[src/rtl/reg_file_banked_if.sv]
// Decode-side bus of the banked register file: two write ports, NUM_RD read ports and the bank swap strobe.
// Every signal is a per-cycle strobe sampled on the rising edge; there is no valid/ready backpressure.
interface reg_file_banked_if #(
   parameter int DATA_W = 8,
   parameter int ADDR_W = 4,
   parameter int NUM_RD = 2
) ();
   logic [NUM_RD-1:0]        rd_en;
   logic [NUM_RD*ADDR_W-1:0] rd_addr;
   logic [NUM_RD*DATA_W-1:0] rd_val_o;
   logic                     wen0;
   logic                     wen1;
   logic [ADDR_W-1:0]        waddr0;
   logic [ADDR_W-1:0]        waddr1;
   logic [DATA_W-1:0]        wdata0;
   logic [DATA_W-1:0]        wdata1;
   logic                     swap;
   logic                     bank_o;

   modport master (
      output rd_en, rd_addr, wen0, wen1, waddr0, waddr1, wdata0, wdata1, swap,
      input  rd_val_o, bank_o
   );

   modport slave (
      input  rd_en, rd_addr, wen0, wen1, waddr0, waddr1, wdata0, wdata1, swap,
      output rd_val_o, bank_o
   );
endinterface

[src/rtl/reg_file_banked.sv]
// Two-bank register file with dual write ports, NUM_RD registered read ports,
// optional write-first bypass and optional hardwired-zero register 0.
module reg_file_banked #(
   parameter int DATA_W   = 8,
   parameter int ADDR_W   = 4,
   parameter int NUM_RD   = 2,
   parameter int BYPASS   = 1,
   parameter int ZERO_REG = 0
) (
   input logic              clk,
   input logic              reset_n,
   reg_file_banked_if.slave bus
);
   localparam int DEPTH = 2 ** ADDR_W;

   logic [DATA_W-1:0]        mem [2][DEPTH];
   logic                     bank_q;
   logic [DEPTH-1:0]         we0_hit;
   logic [DEPTH-1:0]         we1_hit;
   logic [NUM_RD*DATA_W-1:0] rd_val_w;

   // Per-entry write decode; register 0 never matches when it is hardwired to zero.
   always_comb begin
      we0_hit = '0;
      we1_hit = '0;
      for (int i = 0; i < DEPTH; i++) begin
         we0_hit[i] = bus.wen0 && (bus.waddr0 == ADDR_W'(i));
         we1_hit[i] = bus.wen1 && (bus.waddr1 == ADDR_W'(i));
      end
      if (ZERO_REG != 0) begin
         we0_hit[0] = 1'b0;
         we1_hit[0] = 1'b0;
      end
   end

   // Only the active bank is written; port 1 wins an address collision.
   always_ff @(posedge clk or negedge reset_n) begin
      if (!reset_n) begin
         for (int b = 0; b < 2; b++) begin
            for (int i = 0; i < DEPTH; i++) begin
               mem[b][i] <= '0;
            end
         end
      end else begin
         for (int i = 0; i < DEPTH; i++) begin
            if (we1_hit[i]) begin
               mem[bank_q][i] <= bus.wdata1;
            end else if (we0_hit[i]) begin
               mem[bank_q][i] <= bus.wdata0;
            end
         end
      end
   end

   // The swap edge still reads and writes the old bank; the new bank is used from the next cycle.
   always_ff @(posedge clk or negedge reset_n) begin
      if (!reset_n) begin
         bank_q <= 1'b0;
      end else begin
         bank_q <= bank_q ^ bus.swap;
      end
   end

   for (genvar p = 0; p < NUM_RD; p++) begin : g_rd
      logic [ADDR_W-1:0] addr;
      logic [DATA_W-1:0] stored;
      logic [DATA_W-1:0] fwd;
      logic [DATA_W-1:0] q;
      logic              hit0;
      logic              hit1;
      logic              is_zero;

      assign addr    = bus.rd_addr[p*ADDR_W +: ADDR_W];
      assign stored  = mem[bank_q][addr];
      assign hit0    = (BYPASS != 0) && bus.wen0 && (bus.waddr0 == addr);
      assign hit1    = (BYPASS != 0) && bus.wen1 && (bus.waddr1 == addr);
      assign is_zero = (ZERO_REG != 0) && (addr == '0);

      // Zero register overrides forwarding so a dropped write never leaks through the bypass.
      always_comb begin
         if (is_zero) begin
            fwd = '0;
         end else if (hit1) begin
            fwd = bus.wdata1;
         end else if (hit0) begin
            fwd = bus.wdata0;
         end else begin
            fwd = stored;
         end
      end

      always_ff @(posedge clk or negedge reset_n) begin
         if (!reset_n) begin
            q <= '0;
         end else if (bus.rd_en[p]) begin
            q <= fwd;
         end
      end

      assign rd_val_w[p*DATA_W +: DATA_W] = q;
   end

   assign bus.rd_val_o = rd_val_w;
   assign bus.bank_o   = bank_q;

endmodule

[src/flat_wrapper.sv]
// flat-port wrapper written by rule: the top's interface ports become plain ports
module reg_file_banked_flat 
#(
   parameter int DATA_W   = 8,
   parameter int ADDR_W   = 4,
   parameter int NUM_RD   = 2,
   parameter int BYPASS   = 1,
   parameter int ZERO_REG = 0
)
  (clk, reset_n, bus_rd_en, bus_rd_addr, bus_wen0, bus_wen1, bus_waddr0, bus_waddr1, bus_wdata0, bus_wdata1, bus_swap, bus_rd_val_o, bus_bank_o);
  reg_file_banked_if #(.DATA_W(DATA_W), .ADDR_W(ADDR_W), .NUM_RD(NUM_RD)) bus_i ();
  input logic clk;
  input logic reset_n;
  input wire logic [$bits(bus_i.rd_en)-1:0] bus_rd_en;
  input wire logic [$bits(bus_i.rd_addr)-1:0] bus_rd_addr;
  input wire logic [$bits(bus_i.wen0)-1:0] bus_wen0;
  input wire logic [$bits(bus_i.wen1)-1:0] bus_wen1;
  input wire logic [$bits(bus_i.waddr0)-1:0] bus_waddr0;
  input wire logic [$bits(bus_i.waddr1)-1:0] bus_waddr1;
  input wire logic [$bits(bus_i.wdata0)-1:0] bus_wdata0;
  input wire logic [$bits(bus_i.wdata1)-1:0] bus_wdata1;
  input wire logic [$bits(bus_i.swap)-1:0] bus_swap;
  output wire logic [$bits(bus_i.rd_val_o)-1:0] bus_rd_val_o;
  output wire logic [$bits(bus_i.bank_o)-1:0] bus_bank_o;
  assign bus_i.rd_en = bus_rd_en;
  assign bus_i.rd_addr = bus_rd_addr;
  assign bus_i.wen0 = bus_wen0;
  assign bus_i.wen1 = bus_wen1;
  assign bus_i.waddr0 = bus_waddr0;
  assign bus_i.waddr1 = bus_waddr1;
  assign bus_i.wdata0 = bus_wdata0;
  assign bus_i.wdata1 = bus_wdata1;
  assign bus_i.swap = bus_swap;
  assign bus_rd_val_o = bus_i.rd_val_o;
  assign bus_bank_o = bus_i.bank_o;
  reg_file_banked #(.DATA_W(DATA_W), .ADDR_W(ADDR_W), .NUM_RD(NUM_RD), .BYPASS(BYPASS), .ZERO_REG(ZERO_REG)) u_core (.clk(clk), .reset_n(reset_n), .bus(bus_i));
endmodule
[config.mk]
export PLATFORM = sky130hd
export DESIGN_NAME = reg_file_banked_flat
export DESIGN_NICKNAME = d
export VERILOG_FILES = /design/src/rtl/reg_file_banked_if.sv /design/src/rtl/reg_file_banked.sv /design/src/flat_wrapper.sv
export SDC_FILE = /design/constraint.sdc
export NUM_CORES = 1
export LEC_CHECK = 0
export CAP_MARGIN = 40
export CORE_ASPECT_RATIO = 0.8
export CORE_MARGIN = 4
export CORE_UTILIZATION = 50
export CTS_CLUSTER_SIZE = 16
export DETAILED_ROUTE_END_ITERATION = 8
export PLACE_DENSITY = 0.69
export SETUP_SLACK_MARGIN = 0.3
export SLEW_MARGIN = 40
export SYNTH_ARGS = -nofsm -noshare
export SYNTH_HDL_FRONTEND = slang
export SYNTH_SLANG_ARGS = --single-unit
[constraint.sdc]
create_clock -name clk -period 1.8 [get_ports clk]
set_clock_uncertainty 0.05 [all_clocks]
set_input_delay 0.45 -clock clk [delete_from_list [all_inputs] [get_ports clk]]
set_output_delay 0.45 -clock clk [all_outputs]
set_load 0.02 [all_outputs]
=== Word level (Yosys, flattened, before mapping) ===
Cells that the tools add are included.

* $lt $le $gt $ge: 4
* Bitwise logic cells: 4
* Reduce and logical (&&, ||, !) cells: 39
* Multiplexer cells: 109
* Eq/ne operators: 34

{| class="wikitable"
|+ Operators by type and width
! kind !! count
|-
| bitwise mux 256 bit || 32
|-
| 2-to-1 mux 256 bit || 32
|-
| demux 128 bit (select 1 bit) || 16
|-
| 2-to-1 mux 128 bit || 4
|-
| 2-to-1 mux 120 bit || 1
|-
| 2-to-1 mux 112 bit || 1
|-
| 2-to-1 mux 104 bit || 1
|-
| 2-to-1 mux 96 bit || 1
|-
| 2-to-1 mux 88 bit || 1
|-
| 2-to-1 mux 80 bit || 1
|-
| 2-to-1 mux 72 bit || 1
|-
| 2-to-1 mux 8 bit || 9
|-
| binary-select mux 8 bit (select 4 bit) || 2
|-
| equality test 4 bit, second input constant || 16
|-
| 2-to-1 mux 64 bit || 1
|-
| 2-to-1 mux 56 bit || 1
|-
| 2-to-1 mux 48 bit || 1
|-
| 2-to-1 mux 40 bit || 1
|-
| logical AND 1 bit || 37
|-
| equality test 4 x 3 -> 1 bit, second input constant || 8
|-
| 2-to-1 mux 32 bit || 1
|-
| 2-to-1 mux 24 bit || 1
|-
| equality test 4 x 2 -> 1 bit, second input constant || 4
|-
| equality test 4 bit || 4
|-
| 9 further kinds || 13
|}

* Bits in registers: 273
* Logic and storage cells: 225
* Bits of input ports: 39
* Output and inout bits: 17

=== Longest topological paths before layout ===
Gate-level depths: netlist (run 1).

* Word-level depth: 53
* Depth in mapped cells: 10
* Depth with buffers taken out: 6

=== Least setup slack after synthesis (run 1) ===
Ideal clock, no wire load.

* Kind: input port to flip-flop
* Start: in bus_rd_addr[5]
* End: reg u_core.g_rd[1].q[3]
* Setup slack: -0.432 ns
* Library setup time: 0.126 ns
* Path buffers: 3
* Data arrival time: 2.056 ns
* Cell stages on the path: 7
* Path through: buf_2 buf_2 buf_1 mux4_2 a22oi_1 nand3_1 a221o_1

* Cells in the longest elaborated chain, start to end: 6

{| class="wikitable"
|+ Ends and longest elaborated chain
! element !! RTL line !! RTL
|-
| start, declared || flat_wrapper.sv:15 || <nowiki>input wire logic [$bits(bus_i.rd_addr)-1:0] bus_rd_addr;</nowiki>
|-
| inverter 4 -> 5 bit (implied by the code) || reg_file_banked.sv:74 || <nowiki>assign stored = mem[bank_q][addr];</nowiki>
|-
| binary-select mux 8 bit (select 4 bit) || reg_file_banked.sv:74 ||
|-
| 2-to-1 mux 8 bit (implied by the code) (2 in series) || reg_file_banked.sv:74 ||
|-
| 2-to-1 mux 8 bit || reg_file_banked.sv:85 || <nowiki>end else if (hit0) begin</nowiki>
|-
| 2-to-1 mux 8 bit (*) || reg_file_banked.sv:83 || <nowiki>end else if (hit1) begin</nowiki>
|-
| end signal, assigned || reg_file_banked.sv:96 || <nowiki>q <= fwd;</nowiki>
|-
| end, declared || reg_file_banked.sv:68 || <nowiki>logic [DATA_W-1:0] q;</nowiki>
|}

Mark *: on every way between the ends. The rest lies on a longest branch, timed or not. The select of a mux whose other input is x is not followed.
A chain may end at the register's enable or synchronous reset.

=== Final worst setup path (run 1) ===
* Start: reg u_core.bank_q, in the netlist u_core.bus.bank_o
* End: reg u_core.g_rd[1].q[2]

* Cells in the longest elaborated chain, start to end: 9

{| class="wikitable"
|+ Ends and longest elaborated chain
! element !! RTL line !! RTL
|-
| start, declared || reg_file_banked.sv:17 || <nowiki>logic bank_q;</nowiki>
|-
| start signal, assigned || reg_file_banked.sv:60 || <nowiki>bank_q <= bank_q ^ bus.swap;</nowiki>
|-
| inverter 1 -> 2 bit (implied by the code) || reg_file_banked.sv:74 ||
|-
| 2-to-1 mux 128 bit (implied by the code) (3 in series) || reg_file_banked.sv:74 ||
|-
| binary-select mux 8 bit (select 4 bit) || reg_file_banked.sv:74 ||
|-
| 2-to-1 mux 8 bit (implied by the code) (2 in series) || reg_file_banked.sv:74 ||
|-
| 2-to-1 mux 8 bit || reg_file_banked.sv:85 ||
|-
| 2-to-1 mux 8 bit || reg_file_banked.sv:83 ||
|}

No other way between the ends. The select of a mux whose other input is x is not followed.

==> flow_metrics.tcl, run 1 <==
set metrics [dict create \
    status "complete, but fails checks" \
    violations "negative setup slack" \
    drt_wl_total_um 62500 \
    synth_fp_nets 1443 \
    synth_cells 1404 \
    synth_edf_count 0 \
    clockRootBuffer "clkbuf_16" \
    drv_cap 0 \
    timing.critical_path.buf_inv 2 \
    syn-cell-area_sq_um 15700 \
    final_area_sq_um 21900 \
    cp_cell_sequence "buf_12 > buf_16 > mux4_2 > a22oi_2 > nand3_2 > a221o_1" \
    routabilityCongestion 0.982 \
    grt_max_degree 74 \
    drv_slew 0 \
    setup_viol 185 \
    vias 14800 \
    vias_per_cell 7.00 \
    worst_slack_ps -544 \
    initial_core_util 0.513 \
    ios 56 \
    portBuffers 55 \
    endpoint_kind "flip-flop" \
    period_minus_slack_ps 2340 \
    rows 57 \
    synth_seq_cells 273 \
    p_leak_nw 8.67 \
    yosysWarnings 0 \
    cp_slowest_cell "mux4_2" \
    dp_hpwl_um 43200 \
    clock_latency_ps 570 \
    grt_use_total 0.357 \
    worst-path-max-fanout 7 \
    max_freq_ghz 0.427 \
    postPlaceCellArea_sq_um 19700 \
    drtPass1Iterations 5 \
    cp-start-kind "flip-flop" \
    cts_max_path_buffers 3 \
    synth_top_area_cell "dfrtp_1" \
    synth_area_per_cell_sq_um 11.2 \
    fin_crit_sh 1.30 \
    fin_util 0.713 \
    cp.required_ps 2200 \
    die_h_um 167 \
    grt_pass1_wl_um 93200 \
    path_delay_family "compound AO/OA/AOI/OAI gates" \
    synthTopCellsByArea "dfrtp_1 (43%), o22a_1 (13%), mux4_2 (11%)" \
    drcViolationCount 0 \
    ant_nets 0 \
    wire_per_inst_um 29.5 \
    yosysMostFrequentCell "dfrtp_1" \
    core_sq_um 30700 \
    reg2reg_depth 6 \
    gr-total-overflow 0 \
    worstPathArrival_ps 2750 \
    crit_type "reg2reg" \
    crit_cells 6 \
    yosys-top-cells-count "dfrtp_1 (273), o22a_1 (231), nor2_1 (140)" \
    relSlewSlack 0.521 \
    clkTransAtPathRegs_ps 70 \
    syn2layout_area_growth_pct 39.0 \
    cts_tree "done" \
    async_reset_ff_frac 1.00 \
    drt_iter0_drc 1821 \
    hold_class "in2async" \
    worst_pin_slew_ps 716 \
    ys_types 53 \
    place_ws_ps -918 \
    yosysTopAreaCellShare 0.434 \
    die_w_um 206 \
    seq_area_frac_synth 0.434 \
    fin_setup_tns_ps -35950 \
    cts_sinks 273 \
    hold_viol_final 0 \
    fin_nets 1723 \
    htreeDepth 1 \
    grt_antenna_before_repair 2 \
    cts_buffers 29 \
    vdd_drop_max_v 0.000979 \
    grt_pass1_vias 14800 \
    cpPeakStageDelay_ps 560 \
    drive_gt1_frac 0.405 \
    die-area_sq_um 34400 \
    rsz0062_at_grt "yes" \
    powerDensity_nw_per_um2 1670 \
    synth_ff_type "dfrtp_1" \
]
## placed cells by master, fill, tap and decap left out, drive strengths merged, types with 32 or more instances in the layout
master / netlist / routed
a21oi: 117 / 117
a22oi: 32 / 32
buf: 66 / 343
clkbuf: 67 / 37
dfrtp: 273 / 273
mux2i: 64 / 64
mux4: 96 / 96
nand2: 75 / 75
nor2: 141 / 141
o22a: 231 / 231
o22ai: 76 / 76
## final cells by class
cell class	count	area (sq um)
repair buffers	382	4120
diodes	1	2.50
clock inverters	16	211
multi-input cells	995	9350
inverters	3	16.3
flip-flops and latches	273	6840
clock buffers	37	806
fillers	2138	8810
well taps	413	517
## cell families after synthesis
family	synth area share
AOI/OAI and AO/OA	0.247
and+or+nand+nor	0.0840
muxes	0.183
buffers and inverters	0.0425
DFF	0.434
xor gates and xnor gates	0.00947
## metal layers
layer,vias up,GRT usage,share of wire
met4,4,0.104,0.035
met3,154,0.124,0.14
met2,1097,0.491,0.42
met5,-,0,0.00034
met1,7487,0.536,0.41
li1,6101,-,-
## state kept, by name, indices dropped and copies added (netlist names)
register           flops
u_core.mem           256
u_core.bus.bank_o      1
u_core.g_rd.q         16
## power breakdown
| group | internal [mW] | switching (mW) | leakage (nW) |
|---|---|---|---|
| logic | 9.74 | 8.33 | 5.04 |
| registers | 9.24 | 2.66 | 3.12 |
| clock network | 3.87 | 2.59 | 0.507 |
## worst reg2reg max path, cell delays in order, from the launching register on
cell and delay [ps]:
dfrtp_4 540, buf_12 170, buf_16 150, mux4_2 560, a22oi_2 330, nand3_2 130
a221o_1 310
## path summary, 6_finish.rpt
check	start	endpoint	slack (ps)
min in group clk	bus_swap	u_core.bus.bank_o	410
worst max-delay path	u_core.bus.bank_o	u_core.g_rd[1].q[2]	-540
max in group asynchronous	reset_n	u_core.mem[214]	660
worst max register to register	u_core.bus.bank_o	u_core.g_rd[1].q[2]	-540
worst min register to register	u_core.mem[78]	u_core.mem[78]	470
worst min-delay path	reset_n	u_core.mem[189]	310
## through the flow
step / cells / power (mW) / hold WS, ps
global route: 2119 / 37.9 / 337
floorplan: 1404 / 21.8 / 104
finish: 2120 / 36.4 / 308
global placement: 2021 / 26.8 / 305
detailed placement: 2021 / 27.3 / 306
CTS: 2109 / 35.5 / 310
## what timing repair did
item	CTS	global route
pin swaps	26	13
setup endpoints to repair	289	289
hold endpoints to repair	24	0
setup buffers	29	10
gates resized for setup	192	53
gates cloned	5	0
hold buffers	1	0
No activity file was read; power rests on OpenSTA's default activity.
==> run 2, diff against run 1 <==
--- a/config.mk
+++ b/config.mk
@@ -5,6 +5,7 @@
 export SDC_FILE = /design/constraint.sdc
 export NUM_CORES = 1
 export LEC_CHECK = 0
+export ABC_CLOCK_PERIOD_IN_PS = 1800
 export CAP_MARGIN = 40
 export CORE_ASPECT_RATIO = 0.8
 export CORE_MARGIN = 4
==> results of run 2 <==
The final DEF is identical to that of run 1; final timing and power are the same.
==> run 3, diff against run 2 <==
--- a/config.mk
+++ b/config.mk
@@ -10,9 +10,11 @@
 export CORE_ASPECT_RATIO = 0.8
 export CORE_MARGIN = 4
 export CORE_UTILIZATION = 50
+export CTS_CLUSTER_DIAMETER = 200
 export CTS_CLUSTER_SIZE = 16
 export DETAILED_ROUTE_END_ITERATION = 8
 export PLACE_DENSITY = 0.69
+export RECOVER_POWER = 25
 export SETUP_SLACK_MARGIN = 0.3
 export SLEW_MARGIN = 40
 export SYNTH_ARGS = -nofsm -noshare
==> run 3 against run 2 <==
  * The flow still finishes with violations (negative setup slack)
  * Clock-buffer cell count down 14
  * Register-to-register slack better by 20 ps
  * Critical path depth did not move
  * Worst setup slack improved by 17 ps
  * Non-clock buffer count is 1 higher
  * Largest power group unchanged
==> flow_metrics.tcl, run 3 (synthesized netlist as in run 1, its figures left out) <==
set metrics [dict create \
    grt_max_degree 74 \
    routabilityCongestion 0.982 \
    syn2layout_area_growth_pct 35.9 \
    ios 56 \
    grt_pass1_vias 14600 \
    fillers 2184 \
    fin_crit_sh 1.29 \
    grt_pass1_wl_um 92100 \
    vdd_drop_max_v 0.00127 \
    crit_type "reg2reg" \
    period_minus_slack_ps 2330 \
    numPlacedInstances 2021 \
    cp.required_ps 2190 \
    whs_ps 433 \
    portBuffers 55 \
    p_leak_nw 8.40 \
    drive_gt1_frac 0.405 \
    powerDensity_nw_per_um2 1620 \
    rsz0062_at_grt "yes" \
    status "complete, but fails checks" \
    core_sq_um 30700 \
    grt_antenna_before_repair 2 \
    drt_iter0_drc 1916 \
    place_ws_ps -918 \
    wire_per_inst_um 29.5 \
    worst_pin_slew_ps 1090 \
    hold_viol_final 0 \
    endpoint_kind "flip-flop" \
    worst-path-max-fanout 12 \
    cts_buffers 21 \
    cts_max_path_buffers 3 \
    htreeDepth 1 \
    clockRootBuffer "clkbuf_16" \
    violations "negative setup slack" \
    relSlewSlack 0.272 \
    layout_common_cells "dfrtp_1 (270), buf_4 (236), o22a_1 (231)" \
    largest_reg_flops 256 \
    drcViolationCount 0 \
    final_cell_count_no_fill 2092 \
    grt_use_total 0.353 \
    clock_latency_ps 550 \
    rows 57 \
    cp-start-kind "flip-flop" \
    drv_slew 0 \
    fin_util 0.697 \
    die_h_um 167 \
    die-area_sq_um 34400 \
    ant_nets 0 \
    vias_per_cell 7.07 \
    cts_sinks 273 \
    multi_input_area_sq_um 9380 \
    regMostFlops "u_core.mem" \
    setup_viol 183 \
    cp_slowest_cell "mux4_2" \
    gr-total-overflow 0 \
    vias 14800 \
    hold_class "in2reg" \
    max_freq_ghz 0.430 \
    cp_cell_sequence "buf_12 > buf_6 > mux4_2 > a22oi_2 > nand3_2 > a221o_1" \
    die_w_um 206 \
    worstPathArrival_ps 2720 \
    path_delay_family "compound AO/OA/AOI/OAI gates" \
    drv_cap 0 \
    layout_commonest_cell "dfrtp_1" \
    drt_wl_total_um 61800 \
    worst_slack_ps -527 \
    cpPeakStageDelay_ps 550 \
    seqCellArea_sq_um 6840 \
    timing.critical_path.buf_inv 2 \
    dp_hpwl_um 43200 \
    fin_nets 1716 \
    drtPass1Iterations 6 \
    initial_core_util 0.513 \
    clkTransAtPathRegs_ps 80 \
    cts_tree "done" \
    diodes 0 \
]
[run 3: cell types whose count changed in the layout (fill, tap and decap cells not counted), sizes merged, moves of 2 or more]
cell           delta
bufinv            -5
clkdlybuf4s50     +4
clkbuf            -7
buf               -7
dlygate4sd2       -2
clkinv            -9
dlymetal6s2s      -2
[run 3: layout make-up]
cell class,instances,area share
multi-input combinational,995,0.439
sequential,273,0.320
timing repair buffer,383,0.190
clock buffer,23,0.0249
tap,413,0.0242
clock inverter,2,0.00117
inverter,3,0.000761
[run 3: through the flow]
step | total power, mW | area (sq um) | setup TNS [ps]
2_1_floorplan | 21.8 | 17100 | -3070
3_3_place_gp | 26.8 | 19700 | -157900
3_5_place_dp | 27.3 | 19700 | -162010
4_1_cts | 33.3 | 21000 | -29090
5_1_grt | 36.1 | 21400 | -39280
6_report | 34.7 | 21400 | -27330
[run 3: worst paths after layout]
path | cells past startpoint | to | slack, ps | from
max in group asynchronous | 3 | u_core.mem[215] | 130 | reset_n
setup / recovery | 6 | u_core.g_rd[1].q[0] | -530 | u_core.bus.bank_o
setup reg to reg | 6 | u_core.g_rd[1].q[0] | -530 | u_core.bus.bank_o
min in group asynchronous | 2 | u_core.mem[189] | 600 | reset_n
hold / removal | 2 | u_core.bus.bank_o | 430 | bus_swap
hold reg to reg | 1 | u_core.mem[28] | 470 | u_core.mem[28]
[run 3: worst register-to-register path: cells and delay by family, from the launching register on]
family                 cells  cell delay (ps)
AO/OA/AOI/OAI              2              620
multiplexers               1              550
AND/OR/NAND/NOR            1              150
buffers and inverters      2              320
flip-flops                 1              540
[run 3: routing by layer]
layer	track usage	wire, um	up-vias	part of all wire
met5	0	25	-	0.00040
met4	0.0949	1920	4	0.031
met3	0.128	9400	163	0.15
met2	0.485	25900	1087	0.42
met1	0.531	24600	7468	0.40
li1	-	-	6070	-
[run 3: repair_timing]
item / CTS / global route
hold buffers: 1 / 0
cloned: 4 / 2
resized for setup: 182 / 62
buffers inserted: 26 / 13
hold endpoints to repair: 24 / 0
setup endpoints to repair: 289 / 289
pin swaps: 18 / 19
[run 3: report_power, final]
group	total, mW	internal, mW	switching, mW
clock	4.45	2.12	2.33
combinational	18.4	9.97	8.39
sequential	11.9	9.23	2.65
